==> src/rtl/div_pkg.sv <==
// Shared types and constants for the restoring-division sequencer (div_ctrl).
// Holds the FSM state encoding, the default operand width and the counter-width rule.
package div_pkg;

  localparam int DIV_N = 8;

  typedef enum logic [2:0] {
    S_IDLE  = 3'd0,
    S_LOAD  = 3'd1,
    S_SHIFT = 3'd2,
    S_CMP   = 3'd3,
    S_DONE  = 3'd4
  } div_state_e;

  // Iteration counter / bit-select width; never narrower than one bit.
  function automatic int div_cw(input int n);
    return (n <= 2) ? 1 : $clog2(n);
  endfunction

endpackage

==> src/rtl/div_ctrl_if.sv <==
// Handshake/strobe bundle between the division controller and its datapath/command side.
// The master drives requests and datapath flags; the slave (div_ctrl) drives strobes and results.
interface div_ctrl_if
  import div_pkg::*;
#(
  parameter int N = DIV_N
);

  localparam int CW = div_cw(N);

  logic          start;
  logic          divisor_zero;
  logic          ge;
  logic          busy;
  logic          done;
  logic          load;
  logic          shift;
  logic          sub_en;
  logic [CW-1:0] bit_sel;
  logic [N-1:0]  q;
  logic          dz;

  modport master (
    output start, divisor_zero, ge,
    input  busy, done, load, shift, sub_en, bit_sel, q, dz
  );

  modport slave (
    input  start, divisor_zero, ge,
    output busy, done, load, shift, sub_en, bit_sel, q, dz
  );

endinterface

==> src/rtl/div_iter_cnt.sv <==
// Iteration down-counter for div_ctrl: loads N-1, decrements on request, flags zero.
// Decrement is blocked at zero so the count can never wrap.
module div_iter_cnt
  import div_pkg::*;
#(
  parameter int N  = DIV_N,
  parameter int CW = div_cw(N)
) (
  input  logic          clk,
  input  logic          rst,
  input  logic          load_i,
  input  logic          dec_i,
  output logic [CW-1:0] cnt_o,
  output logic          zero_o
);

  logic [CW-1:0] cnt_q;
  logic [CW-1:0] cnt_d;

  always_comb begin
    cnt_d = cnt_q;
    if (load_i) begin
      cnt_d = CW'(N - 1);
    end else if (dec_i && (cnt_q != '0)) begin
      cnt_d = cnt_q - CW'(1);
    end
  end

  always_ff @(posedge clk or negedge rst) begin
    if (!rst) begin
      cnt_q <= '0;
    end else begin
      cnt_q <= cnt_d;
    end
  end

  assign cnt_o  = cnt_q;
  assign zero_o = (cnt_q == '0);

endmodule

==> src/rtl/div_ctrl.sv <==
// Sequencer for a restoring long-division datapath: LOAD, then N SHIFT/CMP pairs MSB first, then DONE.
// Optional DIV_ZERO_CHECK_EN: a zero divisor seen in LOAD skips straight to DONE with q=all ones, dz=1.
module div_ctrl
  import div_pkg::*;
#(
  parameter int N = DIV_N
) (
  input  logic           clk,
  input  logic           rst,
  div_ctrl_if.slave      bus
);

  localparam int CW = div_cw(N);

  div_state_e    state_q;
  div_state_e    state_d;
  logic [N-1:0]  q_q;
  logic [N-1:0]  q_d;
  logic [CW-1:0] cnt;
  logic          cnt_zero;
  logic          cnt_load;
  logic          cnt_dec;

  assign cnt_load = (state_q == S_LOAD);
  assign cnt_dec  = (state_q == S_CMP) && !cnt_zero;

  div_iter_cnt #(
    .N  (N),
    .CW (CW)
  ) u_cnt (
    .clk    (clk),
    .rst    (rst),
    .load_i (cnt_load),
    .dec_i  (cnt_dec),
    .cnt_o  (cnt),
    .zero_o (cnt_zero)
  );

`ifdef DIV_ZERO_CHECK_EN
  logic dz_q;
  logic dz_d;
`else
  logic unused_divisor_zero;
  assign unused_divisor_zero = bus.divisor_zero;
`endif

  always_comb begin
    state_d = state_q;
    q_d     = q_q;
`ifdef DIV_ZERO_CHECK_EN
    dz_d    = dz_q;
`endif
    case (state_q)
      S_IDLE: begin
        if (bus.start) begin
          state_d = S_LOAD;
        end
      end
      S_LOAD: begin
        q_d     = '0;
        state_d = S_SHIFT;
`ifdef DIV_ZERO_CHECK_EN
        dz_d    = 1'b0;
        if (bus.divisor_zero) begin
          q_d     = '1;
          dz_d    = 1'b1;
          state_d = S_DONE;
        end
`endif
      end
      S_SHIFT: begin
        state_d = S_CMP;
      end
      S_CMP: begin
        // Quotient bits arrive MSB first, so shift them in from the right.
        q_d     = {q_q[N-2:0], bus.ge};
        state_d = cnt_zero ? S_DONE : S_SHIFT;
      end
      S_DONE: begin
        state_d = S_IDLE;
      end
      default: begin
        state_d = S_IDLE;
      end
    endcase
  end

  always_ff @(posedge clk or negedge rst) begin
    if (!rst) begin
      state_q <= S_IDLE;
      q_q     <= '0;
`ifdef DIV_ZERO_CHECK_EN
      dz_q    <= 1'b0;
`endif
    end else begin
      state_q <= state_d;
      q_q     <= q_d;
`ifdef DIV_ZERO_CHECK_EN
      dz_q    <= dz_d;
`endif
    end
  end

  // Strobes are decoded straight from state so an async reset drops them all at once.
  assign bus.busy    = (state_q != S_IDLE);
  assign bus.done    = (state_q == S_DONE);
  assign bus.load    = (state_q == S_LOAD);
  assign bus.shift   = (state_q == S_SHIFT);
  assign bus.sub_en  = (state_q == S_CMP) && bus.ge;
  assign bus.bit_sel = (state_q == S_SHIFT) ? cnt : '0;
  assign bus.q       = q_q;
`ifdef DIV_ZERO_CHECK_EN
  assign bus.dz      = dz_q;
`else
  assign bus.dz      = 1'b0;
`endif

  a_strobes_exclusive: assert property (@(posedge clk) disable iff (!rst)
    $onehot0({bus.load, bus.shift, bus.sub_en, bus.done}));

  a_state_legal: assert property (@(posedge clk) disable iff (!rst)
    (state_q inside {S_IDLE, S_LOAD, S_SHIFT, S_CMP, S_DONE}));

endmodule
==> src/flat_wrapper.sv <==
// flat-port wrapper written by rule: the top's interface ports become plain ports
module div_ctrl_flat import div_pkg::*;
#(
  parameter int N = DIV_N
)
  (clk, rst, bus_start, bus_divisor_zero, bus_ge, bus_busy, bus_done, bus_load, bus_shift, bus_sub_en, bus_bit_sel, bus_q, bus_dz);
  div_ctrl_if #(.N(N)) bus_i ();
  input  logic clk;
  input  logic rst;
  input wire logic [$bits(bus_i.start)-1:0] bus_start;
  input wire logic [$bits(bus_i.divisor_zero)-1:0] bus_divisor_zero;
  input wire logic [$bits(bus_i.ge)-1:0] bus_ge;
  output wire logic [$bits(bus_i.busy)-1:0] bus_busy;
  output wire logic [$bits(bus_i.done)-1:0] bus_done;
  output wire logic [$bits(bus_i.load)-1:0] bus_load;
  output wire logic [$bits(bus_i.shift)-1:0] bus_shift;
  output wire logic [$bits(bus_i.sub_en)-1:0] bus_sub_en;
  output wire logic [$bits(bus_i.bit_sel)-1:0] bus_bit_sel;
  output wire logic [$bits(bus_i.q)-1:0] bus_q;
  output wire logic [$bits(bus_i.dz)-1:0] bus_dz;
  assign bus_i.start = bus_start;
  assign bus_i.divisor_zero = bus_divisor_zero;
  assign bus_i.ge = bus_ge;
  assign bus_busy = bus_i.busy;
  assign bus_done = bus_i.done;
  assign bus_load = bus_i.load;
  assign bus_shift = bus_i.shift;
  assign bus_sub_en = bus_i.sub_en;
  assign bus_bit_sel = bus_i.bit_sel;
  assign bus_q = bus_i.q;
  assign bus_dz = bus_i.dz;
  div_ctrl #(.N(N)) u_core (.clk(clk), .rst(rst), .bus(bus_i));
endmodule
==> config.mk <==
export PLATFORM = sky130hd
export DESIGN_NAME = div_ctrl_flat
export DESIGN_NICKNAME = d
export VERILOG_FILES = /design/src/rtl/div_pkg.sv /design/src/rtl/div_ctrl_if.sv /design/src/rtl/div_iter_cnt.sv /design/src/rtl/div_ctrl.sv /design/src/flat_wrapper.sv
export SDC_FILE = /design/constraint.sdc
export NUM_CORES = 1
export LEC_CHECK = 0
export ABC_AREA = 0
export CORE_MARGIN = 2
export CORE_UTILIZATION = 44
export CTS_CLUSTER_DIAMETER = 40
export DETAILED_ROUTE_END_ITERATION = 6
export PLACE_DENSITY = 0.86
export REMOVE_ABC_BUFFERS = 1
export SETUP_SLACK_MARGIN = 0.2
export SYNTH_ARGS = -nofsm -noshare
export SYNTH_HDL_FRONTEND = slang
export SYNTH_SLANG_ARGS = --single-unit
==> constraint.sdc <==
create_clock -name clk -period 1.89 [get_ports clk]
set_clock_uncertainty 0.1 [all_clocks]
set_input_delay 0.2835 -clock clk [delete_from_list [all_inputs] [get_ports clk]]
set_output_delay 0.2835 -clock clk [all_outputs]
set_load 0.01 [all_outputs]
==> reports/metrics.cfg, run 1 <==
[sta]
holdWs_ns=0.294
fin_crit_sh_pct=90.8
layout_min_cycle_time_ns=1.72
setup-tns-final_ns=0
relSlewSlack_pct=56.9
hold_viol=0
rsz0062_at_grt=true
worst_pin_slew_ns=0.644
setup_viol=0
max_clock_freq_mhz=583
slew_violations=0

[die]
start_util_pct=46.1
core_area_sq_um=1490
die_y_um=43.5
io_pins=22
fp.dieArea_sq_um=1890
rows=14
fp.dieW_um=43.5

[placed_design]
place_congestion=0.701
dpl-instance-area_sq_um=900
dp_hpwl_mm=1.01
io_buffers=19

[final_layout]
n_fill_cell=121
fin_nets=110
antenna_cells=0
drive_gt1_share_pct=31.7
mostFrequentLayoutCells=15 x nand2_1, 12 x dfrtp_1, 11 x clkdlybuf4s50_1, 11 x buf_4, 7 x nand3_1
syn2layout_area_growth_pct=44.3
design_area_sq_um=991
fin_util_pct=66.6
layout_commonest_cell=nand2_1

[pwr]
vdd_drop_max_v=0.000906
leakagePower_nw=0.500
p_per_area_nw_per_um2=1780

[run]
drv_cap=0

[critical_path]
cp.required_ns=1.51
end_kind=output pin
path_common_cell=buf_6
crit_family=flip-flops
regToRegSetupSlack_ns=0.38
slowest_delay_ns=0.43
crit_slowest_cell=dfrtp_2
path_cells=buf_6, buf_6, nor2b_4, and3_4, buf_6
cp.buffers_inverters=3
crit_arrival_ns=1.33
crit_path_start_kind=flip-flop
crit_type=reg2out
cp_max_fo=4

[clock_tree]
clkLatencyLatePin_ns=0.28
clk_path_buf_depth=2
cts_sinks=14
cts_root_buf=clkbuf_4
cts_tree=done
clkTransAtPathRegs_ns=0.08
h-tree-depth=1
cts_buffers=3
hold_buffers=0

[grt]
grt_pass1_vias=523
grt-ovfl-total=0
gr-usage-all-layers_pct=16.8
antenna_found_initial=0
grt_pass1_wl_mm=2.30
grt_max_degree=15

[logic_synthesis]
synth_cell_types=28
synth.avg_cell_area_sq_um=9.67
synth_seq_cells=14
synthCells=71
synth.cell_area_sq_um=687
ys_warn_count=0
synth_seq_area_share_pct=51.0

[detailed_routing]
wl_per_cell_um=13.0
detail_route.iter0.violations=10
wl_mm=1.53
ant_nets=0
vias_per_cell=5.13
vias=600
first_pass_iters=4
drc=0

[run_status]
status=finished clean

[worst_hold_path]
hold_path_class=in2async

-- what timing repair did --
item / CTS / global route
resized for setup: 24 / 14
hold endpoints to repair: 0 / 0
setup buffers: 4 / 4
setup endpoints to repair: 8 / 8
pin swaps: 1 / 2
-- cells in the mapped netlist --
library cell	instances	area [sq um]
buf_2	1	5.00
nor2b_1	1	6.26
o21bai_1	1	7.51
nor2b_4	1	13.8
nand2_1	15	56.3
a21oi_1	1	5.00
a2bb2oi_1	1	8.76
nor2_1	2	7.51
nand3_1	7	35.0
buf_4	2	15.0
conb_1	1	3.75
dfrtp_1	14	350
a21o_1	1	7.51
and2_1	1	6.26
and3_4	1	11.3
or3_2	1	7.51
o32a_1	1	10.0
clkbuf_1	1	3.75
buf_6	1	11.3
and3_1	4	25.0
nor3b_1	2	15.0
a31oi_1	1	6.26
inv_1	3	11.3
ha_1	2	25.0
o21ai_0	2	10.0
nand2b_1	1	6.26
o21a_1	1	7.51
o31a_1	1	8.76
-- worst reg2reg max path, delay by kind of cell, from the launching register on --
| kind | cells | cell delay [ns] |
|---|---|---|
| DFF | 1 | 0.41 |
| and+or+nand+nor | 1 | 0.32 |
| AOI/OAI and AO/OA | 2 | 0.32 |
| adders and majority gates | 1 | 0.16 |
| buffers and inverters | 1 | 0.09 |
-- layout make-up --
cell class | count | area, sq um | area share, %
flip-flops and latches | 14 | 353 | 35.6
clock buffers | 3 | 22.5 | 2.27
well taps | 16 | 20.0 | 2.02
repair buffers | 32 | 274 | 27.7
inverters | 3 | 11.3 | 1.14
multi-input cells | 49 | 310 | 31.3
-- per-layer routing --
layer / global-route usage [%] / up-vias / routed length (um)
li1: - / 300 / -
met5: 0 / - / 0
met1: 23.9 / 284 / 704
met4: 9.09 / 0 / 14
met2: 23.9 / 14 / 754
met3: 3.75 / 2 / 52
-- logic make-up after synthesis --
kind of cell | after synthesis | share of synthesized area (%)
AND/OR/NAND/NOR | 36 | 27.7
flip-flops | 14 | 51.0
AO/OA/AOI/OAI | 10 | 10.4
buffers and inverters | 8 | 6.74
adder cells (fa/ha/maj) | 2 | 3.64
other | 1 | 0.546
-- report_power, final --
part	total [mW]	switching (mW)	internal (mW)	leakage, nW
Combinational	1.07	0.478	0.589	0.315
Sequential	0.533	0.102	0.431	0.171
Clock	0.167	0.0927	0.0739	0.0138
-- path summary, 6_finish.rpt --
check / cells after the start / endpoint / startpoint
worst max-delay path: 5 / bus_sub_en / u_core.state_q[0]$_DFFE_PN0P_
worst min-delay path: 1 / u_core.bus.q[7]$_DFFE_PN0P_ / rst
worst max register to register: 5 / u_core.u_cnt.cnt_o[0]$_DFFE_PN0P_ / u_core.u_cnt.cnt_o[0]$_DFFE_PN0P_
worst min register to register: 2 / u_core.bus.q[7]$_DFFE_PN0P_ / u_core.bus.q[7]$_DFFE_PN0P_
max in group asynchronous: 1 / u_core.state_q[0]$_DFFE_PN0P_ / rst
min in group clk: 2 / u_core.bus.q[7]$_DFFE_PN0P_ / u_core.bus.q[7]$_DFFE_PN0P_
-- registers in the layout (all words and copies together), names as in the netlist --
| register | cells |
|---|---|
| u_core.bus.q | 8 |
| u_core.u_cnt.cnt_o | 3 |
| u_core.state_q | 3 |
-- per-stage QoR --
step	power, mW	setup WS, ns	cells
floorplan	0.995	0.426	66
detailed placement	1.48	0.0562	106
global placement	1.44	0.0675	106
finish	1.77	0.174	117
global route	1.90	0.118	117
CTS	1.66	0.103	113
Note: power is estimated with default switching activity, not from simulation.
==> run 2: changes to the inputs <==
--- a/config.mk
+++ b/config.mk
@@ -10,6 +10,8 @@
 export CORE_UTILIZATION = 44
 export CTS_CLUSTER_DIAMETER = 40
 export DETAILED_ROUTE_END_ITERATION = 6
+export GPL_TIMING_DRIVEN = 0
+export MAX_ROUTING_LAYER = met4
 export PLACE_DENSITY = 0.86
 export REMOVE_ABC_BUFFERS = 1
 export SETUP_SLACK_MARGIN = 0.2
==> run 2 against run 1 <==
- worst hold slack lost 0.0027 ns
- worst setup slack gained 0.0088 ns
- fmax grew 0.51%
- sequential share of layout area grew 1.8 points
- wire length shrank 1.8%
- critical path depth shrank 3
- via count shrank 2.0%
- highest routed layer is now met3
==> reports/metrics.cfg, run 2 (synthesis results as in run 1) <==
[critical_path]
crit_arrival_ns=1.32  ; about the same
r2r_cells=5  ; unchanged
r2r-end=u_core.u_cnt.cnt_o[0]$_DFFE_PN0P_
end_kind=output pin
crit_type=reg2out
crit_path_start_kind=flip-flop
cp_max_fo=4  ; unchanged
cp.required_ns=1.51  ; about the same
r2r-start=u_core.u_cnt.cnt_o[0]$_DFFE_PN0P_
regToRegSetupSlack_ns=0.37  ; about the same

[die]
rows=14  ; unchanged
io_pins=22  ; unchanged
fp.dieArea_sq_um=1890  ; unchanged
core_area_sq_um=1490  ; unchanged
fp.dieW_um=43.5  ; unchanged
die_y_um=43.5  ; unchanged
start_util_pct=46.1  ; unchanged

[pwr]
leakagePower_nw=0.483  ; -3.3%
power_mw=1.68  ; -4.9%
p_per_area_nw_per_um2=1770  ; -0.55%
vdd_drop_max_v=0.000888  ; -2.0%

[worst_hold_path]
hold_path_class=in2async

[sta]
max_clock_freq_mhz=586  ; +0.51%
timing.final.ws_setup_ns=0.183  ; +0.00878 ns
worst_pin_slew_ns=0.620  ; -0.0234 ns
fin_crit_sh_pct=90.3  ; -0.46 points
relSlewSlack_pct=58.5  ; +1.6 points
setup_viol=0  ; unchanged
rsz0062_at_grt=true
layout_min_cycle_time_ns=1.71  ; -0.00878 ns
hold_viol=0  ; unchanged
slew_violations=0  ; unchanged

[clock_tree]
cts_buffers=3  ; unchanged
clkTransAtPathRegs_ns=0.08  ; about the same
cts_sinks=14  ; unchanged
h-tree-depth=1  ; unchanged
clk_path_buf_depth=2  ; unchanged
cts_tree=done
clkLatencyLatePin_ns=0.27  ; about the same
cts_root_buf=clkbuf_4

[final_layout]
design_area_sq_um=947  ; -4.4%
fin_nets=107  ; -2.7%
n_fill_cell=126  ; +4.1%
fin_util_pct=63.6  ; -2.9 points
layout_commonest_cell=nand2_1
largest_reg_flops=8  ; unchanged
mostFrequentLayoutCells=15 x nand2_1, 11 x clkdlybuf4s50_1, 11 x dfrtp_1
drive_gt1_share_pct=27.6  ; -4.1 points
syn2layout_area_growth_pct=37.9
antenna_cells=0  ; unchanged

[detailed_routing]
wl_per_cell_um=13.1  ; +0.75%
wl_met3_um=53  ; +1.9%
first_pass_iters=2  ; -2
wl_met1_um=680  ; -3.4%
wl_met2_um=764  ; +1.3%
drc=0  ; unchanged
vias_per_cell=5.16  ; +0.58%
ant_nets=0  ; unchanged
top_layer=met3
vias=588  ; -2.0%
detail_route.iter0.violations=15  ; +5
wl_mm=1.50  ; -1.8%

[placed_design]
io_buffers=19  ; unchanged
place_congestion=0.723  ; +3.1%
dpl-instance-area_sq_um=862  ; -4.2%
place_ws_ns=-0.106  ; -0.162 ns
dp_hpwl_um=878  ; -13%

[grt]
grt_pass1_vias=555  ; +6.1%
grt-ovfl-total=0  ; unchanged
grt_max_degree=15  ; unchanged
antenna_found_initial=0  ; unchanged
grt_pass1_wl_mm=2.54  ; +10%
gr-usage-all-layers_pct=18.8  ; +2.0 points

[run]
drv_cap=0  ; unchanged

[run_status]
status=finished clean

==> run 2: where the power goes <==
group | switching (mW) | leakage (nW) | internal [mW]
clock network | 0.0919 | 0.0138 | 0.0738
logic | 0.455 | 0.299 | 0.521
registers | 0.107 | 0.171 | 0.432
total | 0.653 | 0.483 | 1.03
==> run 2: per-layer routing <==
| metal | vias to the layer above | track usage [%] |
|---|---|---|
| met3 | 0 | 6.67 |
| met4 | 0 | 7.88 |
| li1 | 291 | - |
| met1 | 284 | 22.9 |
| met5 | - | - |
| met2 | 13 | 28.4 |
==> run 2: final cells by class <==
type	count	area (sq um)	share of cell area, %
multi-input cells	49	305	32.2
flip-flops and latches	14	354	37.4
inverters	3	11.3	1.19
repair buffers	29	234	24.7
well taps	16	20.0	2.11
clock buffers	3	22.5	2.38
==> run 2: per-stage QoR <==
stage               setup TNS [ns]  cells  hold slack [ns]
floorplan                        0     66           -0.112
global placement            -0.170    101            0.353
detailed placement          -0.170    101            0.371
CTS                              0    113            0.305
global route                     0    114            0.344
finish                           0    114            0.291
==> run 2: worst max path at each step <==
| stage | from | to | slack [ns] | depth (start not counted) |
|---|---|---|---|---|
| after floorplan | u_core.state_q[1]$_DFFE_PN0P_ | bus_busy | 0.43 | 1 |
| after global placement | u_core.state_q[1]$_DFFE_PN0P_ | bus_busy | -0.11 | 2 |
| after detailed placement | u_core.state_q[1]$_DFFE_PN0P_ | bus_busy | -0.11 | 2 |
| after CTS | u_core.state_q[0]$_DFFE_PN0P_ | bus_busy | 0.05 | 2 |
| after global routing | u_core.state_q[2]$_DFFE_PN0P_ | bus_sub_en | 0.14 | 4 |
| final | u_core.state_q[0]$_DFFE_PN0P_ | bus_busy | 0.18 | 2 |
==> run 2: timing repair <==
action	in CTS	in global routing
buffers inserted	9	1
hold buffers	0	0
endpoints found under the hold margin	0	0
endpoints found under the setup margin	8	8
resized for setup	19	10
==> run 2: worst max-delay path: stages (launching register included) <==
cell,delay [ns]
dfrtp_2,0.45
or3_2,0.46
clkbuf_2,0.14
